File: src/rtl/axi_win_trace_pkg.sv
`default_nettype none
// +----------------------------------------------------------------------+
// | axi_win_trace_pkg : shared types for the AXI window trace monitor    |
// | rev 1.0                                                              |
// +----------------------------------------------------------------------+
package axi_win_trace_pkg;

  localparam int WIN_IDX_W  = 3;
  localparam int EVT_ADDR_W = 64;
  localparam int EVT_TS_W   = 32;

  typedef enum logic [1:0] {
    WD_IDLE    = 2'd0,
    WD_ARMED   = 2'd1,
    WD_EXPIRED = 2'd2
  } wd_state_e;

  // Layout of one trace entry for the default 64-bit address / 32-bit counter build.
  typedef struct packed {
    logic                  is_write;
    logic [WIN_IDX_W-1:0]  win_idx;
    logic [EVT_ADDR_W-1:0] addr;
    logic [EVT_TS_W-1:0]   timestamp;
  } evt_t;

endpackage
`default_nettype wire

File: src/rtl/axi_win_trace_fifo.sv
`default_nettype none
// +----------------------------------------------------------------------+
// | axi_win_trace_fifo : dual-push, single-pop synchronous event FIFO    |
// | rev 1.0                                                              |
// +----------------------------------------------------------------------+
module axi_win_trace_fifo
  import axi_win_trace_pkg::*;
#(
  parameter int WIDTH = 100,
  parameter int DEPTH = 8
) (
  input  logic                     clk,
  input  logic                     rst_n,
  input  logic                     flush,
  input  logic                     push_a,
  input  logic [WIDTH-1:0]         data_a,
  input  logic                     push_b,
  input  logic [WIDTH-1:0]         data_b,
  input  logic                     pop,
  output logic                     valid,
  output logic [WIDTH-1:0]         head,
  output logic [$clog2(DEPTH):0]   free
);

  localparam int PTR_W = $clog2(DEPTH);

  logic [WIDTH-1:0] mem_q [DEPTH];
  logic [WIDTH-1:0] mem_d [DEPTH];
  logic [PTR_W-1:0] wptr_q, wptr_d;
  logic [PTR_W-1:0] rptr_q, rptr_d;
  logic [PTR_W:0]   count_q, count_d;
  logic             do_pop;
  logic             do_b;

  // push_b is only ever the second entry of a pair; the caller guarantees room.
  always_comb begin
    mem_d   = mem_q;
    wptr_d  = wptr_q;
    rptr_d  = rptr_q;
    count_d = count_q;
    do_pop  = pop && (count_q != '0);
    do_b    = push_a && push_b;
    if (flush) begin
      wptr_d  = '0;
      rptr_d  = '0;
      count_d = '0;
    end else begin
      if (push_a) mem_d[wptr_q] = data_a;
      if (do_b)   mem_d[wptr_q + PTR_W'(1)] = data_b;
      wptr_d  = wptr_q + PTR_W'(push_a) + PTR_W'(do_b);
      rptr_d  = rptr_q + PTR_W'(do_pop);
      count_d = count_q + (PTR_W+1)'(push_a) + (PTR_W+1)'(do_b) - (PTR_W+1)'(do_pop);
    end
  end

  always_ff @(posedge clk or negedge rst_n) begin
    if (!rst_n) begin
      for (int i = 0; i < DEPTH; i++) mem_q[i] <= '0;
      wptr_q  <= '0;
      rptr_q  <= '0;
      count_q <= '0;
    end else begin
      mem_q   <= mem_d;
      wptr_q  <= wptr_d;
      rptr_q  <= rptr_d;
      count_q <= count_d;
    end
  end

  assign valid = (count_q != '0);
  assign head  = mem_q[rptr_q];
  assign free  = (PTR_W+1)'(DEPTH) - count_q;

endmodule
`default_nettype wire

File: src/rtl/axi_win_trace_monitor.sv
`default_nettype none
// +----------------------------------------------------------------------+
// | axi_win_trace_monitor : AXI AR/AW window hit counters, retire count, |
// | retire watchdog and timestamped hit-event FIFO.          rev 1.0     |
// +----------------------------------------------------------------------+
module axi_win_trace_monitor
  import axi_win_trace_pkg::*;
#(
  parameter int ADDR_W     = 64,
  parameter int NUM_WIN    = 4,
  parameter int CNT_W      = 32,
  parameter int FIFO_DEPTH = 8,
  parameter int TO_W       = 32
) (
  input  logic                        io_axiClk,
  input  logic                        io_asyncResetn,
  input  logic                        ar_valid,
  input  logic                        ar_ready,
  input  logic [ADDR_W-1:0]           ar_addr,
  input  logic                        aw_valid,
  input  logic                        aw_ready,
  input  logic [ADDR_W-1:0]           aw_addr,
  input  logic                        retire,
  input  logic [NUM_WIN-1:0]          win_en,
  input  logic [NUM_WIN*ADDR_W-1:0]   win_base,
  input  logic [NUM_WIN*ADDR_W-1:0]   win_limit,
  input  logic                        clr,
  input  logic [TO_W-1:0]             to_limit,
  output logic [CNT_W-1:0]            instr_cnt,
  output logic [NUM_WIN*CNT_W-1:0]    rd_cnt,
  output logic [NUM_WIN*CNT_W-1:0]    wr_cnt,
  output logic                        timeout,
  output logic                        evt_valid,
  input  logic                        evt_ready,
  output logic [1+WIN_IDX_W+ADDR_W+CNT_W-1:0] evt_data,
  output logic [CNT_W-1:0]            evt_drop
);

  localparam int EVT_W  = 1 + WIN_IDX_W + ADDR_W + CNT_W;
  localparam int FCNT_W = $clog2(FIFO_DEPTH) + 1;

  logic [NUM_WIN-1:0]   ar_hit, aw_hit;
  logic [WIN_IDX_W-1:0] ar_idx, aw_idx;
  logic                 ar_any, aw_any;
  logic                 ar_evt, aw_evt;

  logic [CNT_W-1:0] ts_q, ts_d;
  logic [CNT_W-1:0] instr_q, instr_d;
  logic [CNT_W-1:0] drop_q, drop_d;
  logic [CNT_W-1:0] rd_q [NUM_WIN];
  logic [CNT_W-1:0] rd_d [NUM_WIN];
  logic [CNT_W-1:0] wr_q [NUM_WIN];
  logic [CNT_W-1:0] wr_d [NUM_WIN];

  wd_state_e        wd_q, wd_d;
  logic [TO_W-1:0]  wd_cnt_q, wd_cnt_d;

  logic [FCNT_W-1:0] fifo_free;
  logic [FCNT_W:0]   free_eff;
  logic [FCNT_W:0]   aw_need;
  logic              pop;
  logic              ar_ok, aw_ok;
  logic [1:0]        n_drop;
  logic [CNT_W:0]    drop_sum;
  logic              push_a, push_b;
  logic [EVT_W-1:0]  ar_data, aw_data, push_a_data, fifo_head;
  logic              fifo_valid;

  generate
    for (genvar i = 0; i < NUM_WIN; i++) begin : g_win
      logic [ADDR_W-1:0] base, limit;
      logic              win_ok;
      assign base   = win_base[i*ADDR_W +: ADDR_W];
      assign limit  = win_limit[i*ADDR_W +: ADDR_W];
      assign win_ok = win_en[i] && (base < limit);
      assign ar_hit[i] = win_ok && (ar_addr >= base) && (ar_addr < limit);
      assign aw_hit[i] = win_ok && (aw_addr >= base) && (aw_addr < limit);
      assign rd_cnt[i*CNT_W +: CNT_W] = rd_q[i];
      assign wr_cnt[i*CNT_W +: CNT_W] = wr_q[i];
    end
  endgenerate

  // Scan downward so the lowest matching window index is the one kept.
  always_comb begin
    ar_idx = '0;
    aw_idx = '0;
    ar_any = 1'b0;
    aw_any = 1'b0;
    for (int i = NUM_WIN - 1; i >= 0; i--) begin
      if (ar_hit[i]) begin
        ar_idx = WIN_IDX_W'(i);
        ar_any = 1'b1;
      end
      if (aw_hit[i]) begin
        aw_idx = WIN_IDX_W'(i);
        aw_any = 1'b1;
      end
    end
  end

  assign ar_evt  = ar_valid && ar_ready && ar_any;
  assign aw_evt  = aw_valid && aw_ready && aw_any;
  assign ar_data = {1'b0, ar_idx, ar_addr, ts_q};
  assign aw_data = {1'b1, aw_idx, aw_addr, ts_q};

  // A pop in this cycle frees a slot the incoming pushes may use.
  assign pop      = fifo_valid && evt_ready;
  assign free_eff = {1'b0, fifo_free} + (FCNT_W+1)'(pop);
  assign ar_ok    = ar_evt && (free_eff >= (FCNT_W+1)'(1));
  assign aw_need  = ar_ok ? (FCNT_W+1)'(2) : (FCNT_W+1)'(1);
  assign aw_ok    = aw_evt && (free_eff >= aw_need);
  assign n_drop   = 2'(ar_evt && !ar_ok) + 2'(aw_evt && !aw_ok);
  assign drop_sum = {1'b0, drop_q} + (CNT_W+1)'(n_drop);

  assign push_a      = !clr && (ar_ok || aw_ok);
  assign push_b      = !clr && ar_ok && aw_ok;
  assign push_a_data = ar_ok ? ar_data : aw_data;

  always_comb begin
    ts_d    = clr ? '0 : ts_q + CNT_W'(1);
    instr_d = instr_q;
    drop_d  = drop_q;
    rd_d    = rd_q;
    wr_d    = wr_q;
    if (clr) begin
      instr_d = '0;
      drop_d  = '0;
      for (int i = 0; i < NUM_WIN; i++) begin
        rd_d[i] = '0;
        wr_d[i] = '0;
      end
    end else begin
      if (retire && (instr_q != '1)) instr_d = instr_q + CNT_W'(1);
      drop_d = drop_sum[CNT_W] ? '1 : drop_sum[CNT_W-1:0];
      for (int i = 0; i < NUM_WIN; i++) begin
        if (ar_evt && (ar_idx == WIN_IDX_W'(i)) && (rd_q[i] != '1)) rd_d[i] = rd_q[i] + CNT_W'(1);
        if (aw_evt && (aw_idx == WIN_IDX_W'(i)) && (wr_q[i] != '1)) wr_d[i] = wr_q[i] + CNT_W'(1);
      end
    end
  end

  always_comb begin
    wd_d     = wd_q;
    wd_cnt_d = wd_cnt_q;
    if (clr) begin
      wd_cnt_d = '0;
      wd_d     = (to_limit == '0) ? WD_IDLE : WD_ARMED;
    end else begin
      case (wd_q)
        WD_IDLE: begin
          wd_cnt_d = '0;
          if (to_limit != '0) wd_d = WD_ARMED;
        end
        WD_ARMED: begin
          if (to_limit == '0) begin
            wd_d     = WD_IDLE;
            wd_cnt_d = '0;
          end else if (retire) begin
            wd_cnt_d = '0;
          end else if (wd_cnt_q >= to_limit - TO_W'(1)) begin
            // >= rather than == so a limit lowered below the count still expires.
            wd_d     = WD_EXPIRED;
            wd_cnt_d = '0;
          end else begin
            wd_cnt_d = wd_cnt_q + TO_W'(1);
          end
        end
        WD_EXPIRED: wd_cnt_d = '0;
        default: begin
          wd_d     = WD_IDLE;
          wd_cnt_d = '0;
        end
      endcase
    end
  end

  always_ff @(posedge io_axiClk or negedge io_asyncResetn) begin
    if (!io_asyncResetn) begin
      ts_q     <= '0;
      instr_q  <= '0;
      drop_q   <= '0;
      wd_q     <= WD_IDLE;
      wd_cnt_q <= '0;
      for (int i = 0; i < NUM_WIN; i++) begin
        rd_q[i] <= '0;
        wr_q[i] <= '0;
      end
    end else begin
      ts_q     <= ts_d;
      instr_q  <= instr_d;
      drop_q   <= drop_d;
      wd_q     <= wd_d;
      wd_cnt_q <= wd_cnt_d;
      rd_q     <= rd_d;
      wr_q     <= wr_d;
    end
  end

  axi_win_trace_fifo #(
    .WIDTH (EVT_W),
    .DEPTH (FIFO_DEPTH)
  ) u_fifo (
    .clk    (io_axiClk),
    .rst_n  (io_asyncResetn),
    .flush  (clr),
    .push_a (push_a),
    .data_a (push_a_data),
    .push_b (push_b),
    .data_b (aw_data),
    .pop    (pop),
    .valid  (fifo_valid),
    .head   (fifo_head),
    .free   (fifo_free)
  );

  assign instr_cnt = instr_q;
  assign evt_drop  = drop_q;
  assign timeout   = (wd_q == WD_EXPIRED);
  assign evt_valid = fifo_valid;
  assign evt_data  = fifo_valid ? fifo_head : '0;

endmodule
`default_nettype wire

File: config.mk
export PLATFORM = sky130hd
export DESIGN_NAME = axi_win_trace_monitor
export DESIGN_NICKNAME = d
export VERILOG_FILES = /design/src/rtl/axi_win_trace_pkg.sv /design/src/rtl/axi_win_trace_fifo.sv /design/src/rtl/axi_win_trace_monitor.sv
export SDC_FILE = /design/constraint.sdc
export NUM_CORES = 2
export LEC_CHECK = 0
export BUFFER_PORTS_ARGS = -buffer_cell sky130_fd_sc_hd__clkbuf_2
export CAP_MARGIN = 30
export CORE_AREA = 8 8 420 422
export CTS_CLUSTER_DIAMETER = 80
export CTS_CLUSTER_SIZE = 14
export DETAILED_ROUTE_END_ITERATION = 6
export DIE_AREA = 0 0 428 430
export PLACE_DENSITY = 0.81
export SLEW_MARGIN = 15
export SYNTH_ARGS = -nofsm -noshare
export SYNTH_HDL_FRONTEND = slang
export SYNTH_SLANG_ARGS = --single-unit
File: constraint.sdc
create_clock -name io_axiClk -period 16.6 [get_ports io_axiClk]
set_clock_uncertainty 0.2 [all_clocks]
set_input_delay 2.49 -clock io_axiClk [delete_from_list [all_inputs] [get_ports io_axiClk]]
set_output_delay 2.49 -clock io_axiClk [all_outputs]
set_load 0.01 [all_outputs]
==> results.md <==
- Routed WL: 371 mm
- Hold WC Path Type: reg -> reg
- Final hold slack: 0.291 ns
- Critical path startpoint category: input pin
- Overall power: 8.26 mW
- Outcome: completed
- CP bufs+invs: 7
- Total CTS buffers: 96
- Yosys warning count: 0
- Final nets: 12,250
- Die Area: 184,000 um^2
- Max Cap Viol: 0
- Die Height: 430 um
- Area Overhead vs Synth: 11.6%
- Num rows: 152
- Longest Clk Path Bufs: 3
- First-pass GRT wire length: 545 mm
- Slowest stage delay, CP: 0.84 ns
- Post-DR wirelength/cell: 29.6 um
- PortBufs: 1,106
- Fin area: 102,000 um^2
- Fmax: 0.0963 GHz
- Clock-pin slew on the worst setup and hold paths: 0.07 ns
- Starting DRT DRC Count: 10,453
- Crit path kind: in -> reg
- Synthesized Nets: 11,423
- Post-synth cell types: 96
- Top delay family on crit path: buffers and inverters
- Crit. End Element: register
- Rel. slew slack: 23.4%
- Post-CTS Resized: 0
- Worst-margin pin slew: 1.15 ns
- Period utilization: 62.6%
- Layout fillers: 14,244
- Initial Util: 53.8%
- Pre-Repair DR Iteration Count: 6
- Syn Area/Cell: 9.74 um^2
- VDD IR-drop max: 0.0000796 V
- Seq/Total Area, Yosys: 32.7%
- RSZ-0062 raised after global routing: no
- Most frequent cells in the layout: 1,327 x ha_1, 1,193 x dfrtp_1, 1,104 x clkbuf_2
- TNS Setup: 0 ns
- Clock root buffer master: clkbuf_16
- Main synth FF type: dfrtp_1
- IO Pins: 1,107
- GPL Wtd Cong: 1.06
- Vias in the first global route: 83,474
- Area after DPL: 99,100 um^2
- Initial antenna violation count: 65
- Placeable Area: 170,000 um^2
- Required time at the worst-slack endpoint: 17.01 ns
- Setup ws final: 6.21 ns
- Final Hold Vio Count: 0
- Hold_buf cts: 0
- Vias per cell: 6.78
- Die width: 428 um
- Post-Syn Instances: 9,407
- Clk_lat worst skew: 0.73 ns
- Yosys reg bits: 1,196
- CP Data Arrival Time: 10.80 ns
- EDFF count, synth: 0
- Global route overflow: 0
- Critical Path Most Common Cell: buf_4
- Final setup fails: 0
- FFs w/ async S/R, synth: 100%
- Slowest CP cell: buf_4
- Post-synthesis cell area: 91,600 um^2
- Setup Fix Bufs, Post-CTS: 0
- PwrDens: 80.9 nW/um^2
- Most common cell after layout, fill and taps aside: ha_1
- DRT antenna net count: 0
- Placed wire-length estimate: 275 mm
- Pleak: 49.6 nW
- Via count: 84,919
- Largest net degree at the start of global routing: 191
- Setup WS pre-CTS: 5.66 ns
- Drc violations: 0
- Proportion of layout cells with a drive suffix above 1: 22.5%
- CTS tree: yes
- Gr usage total: 38.4%
- # clock sinks: 1,196
- H-tree depth reported by CTS: 3
- Slew Viols, Final: 0
- Final min period: 10.39 ns
- Worst-path fanout max: 69
==> power breakdown <==
group / internal, mW / switching [mW]
combinational: 1.10 / 1.79
clock: 1.05 / 1.08
sequential: 3.09 / 0.152
==> cell families after synthesis <==
family	after synthesis	share of synthesized area (%)
flops	1196	32.7
compound gates	2062	16.5
buf+inv	1138	4.86
fa+ha+maj	1331	18.2
mux	657	10.7
simple gates	2758	14.5
xor+xnor	265	2.53
==> cells in the mapped netlist (all sizes together) (36+ instances only) <==
cell type	count	area share [%]
and3	95	0.65
a21oi	588	3.2
mux2	338	4.5
or4	46	0.38
dfrtp	1196	33
nand2	753	3.1
a2bb2oi	58	0.55
nand3	202	1.1
xor2	109	1.0
inv	637	2.6
mux4	200	4.9
nand2b	36	0.25
buf	170	0.89
ha	1327	18
nand4	273	1.9
nor4	118	0.82
clkbuf	328	1.3
or3	73	0.50
a211oi	108	0.89
and4	60	0.57
nor2	757	3.1
nor3	208	1.1
o31ai	38	0.31
o21a	142	1.2
o21ai	245	1.3
nor2b	63	0.43
mux2i	119	1.3
a21o	236	1.9
xnor2	156	1.5
o221a	348	4.3
==> state kept, by name (all words and copies together), names as in the netlist <==
name,cells
ts_q,32
wd_cnt_q,32
u_fifo.mem_q,800
wd_q,2
rd_cnt,128
evt_drop,32
u_fifo.wptr_q,3
u_fifo.rptr_q,3
wr_cnt,128
u_fifo.count_q,4
instr_cnt,32
==> area by class of cell <==
type,count,area [um^2],area share (%)
multi-input cells,7073,57500,56.3
clock inverters,9,111,0.109
flip-flops and latches,1196,29900,29.3
diodes,53,133,0.130
repair buffers,1227,6840,6.70
inverters,640,2400,2.35
well taps,2233,2790,2.73
clock buffers,102,2470,2.41
==> metal layers <==
metal | part of all wire, % | global-route usage [%] | routed length [um]
met3 | 10 | 9.75 | 38900
met4 | 7.5 | 23.4 | 27600
met1 | 39 | 49.5 | 144000
met5 | 0.041 | 0 | 151
met2 | 43 | 58.1 | 160000
==> worst paths after layout <==
kind                       slack, ns                end  depth (start not counted)         startpoint
min in group asynchronous       1.67  u_fifo.mem_q[713]                          1     io_asyncResetn
hold / removal                  0.29   u_fifo.mem_q[61]                          1   u_fifo.mem_q[61]
max in group asynchronous      11.44  u_fifo.mem_q[758]                          5     io_asyncResetn
hold reg to reg                 0.29   u_fifo.mem_q[61]                          1   u_fifo.mem_q[61]
setup / recovery                6.21   u_fifo.mem_q[37]                         25        ar_addr[53]
setup reg to reg                9.00   u_fifo.mem_q[37]                         26  u_fifo.count_q[1]
==> worst register-to-register path: stages (launching register included) <==
cell      delay, ns
dfrtp_1        0.41
inv_1          0.10
ha_1           0.23
and2_4         0.19
inv_1          0.10
and2_1         0.30
ha_1           0.26
ha_1           0.19
nand3_1        0.08
o21ai_0        0.09
nand2_1        0.09
or3_1          0.34
nand3_1        0.21
a41oi_4        0.06
inv_2          0.11
ha_1           0.22
nand2_1        0.06
nand2_1        0.05
a211oi_1       0.30
nor2_1         0.15
o41ai_4        0.08
buf_4          0.80
or4_2          0.30
buf_4          0.84
nand2b_2       0.81
buf_4          0.56
o221a_2        0.35
==> through the flow <==
step	utilization, %	instances
floorplan	-	9407
global placement	58.1	12333
detailed placement	58.2	12351
CTS	59.8	12462
global route	60.0	12525
finish	60.0	12533
Power figures use the tool's default switching activity.
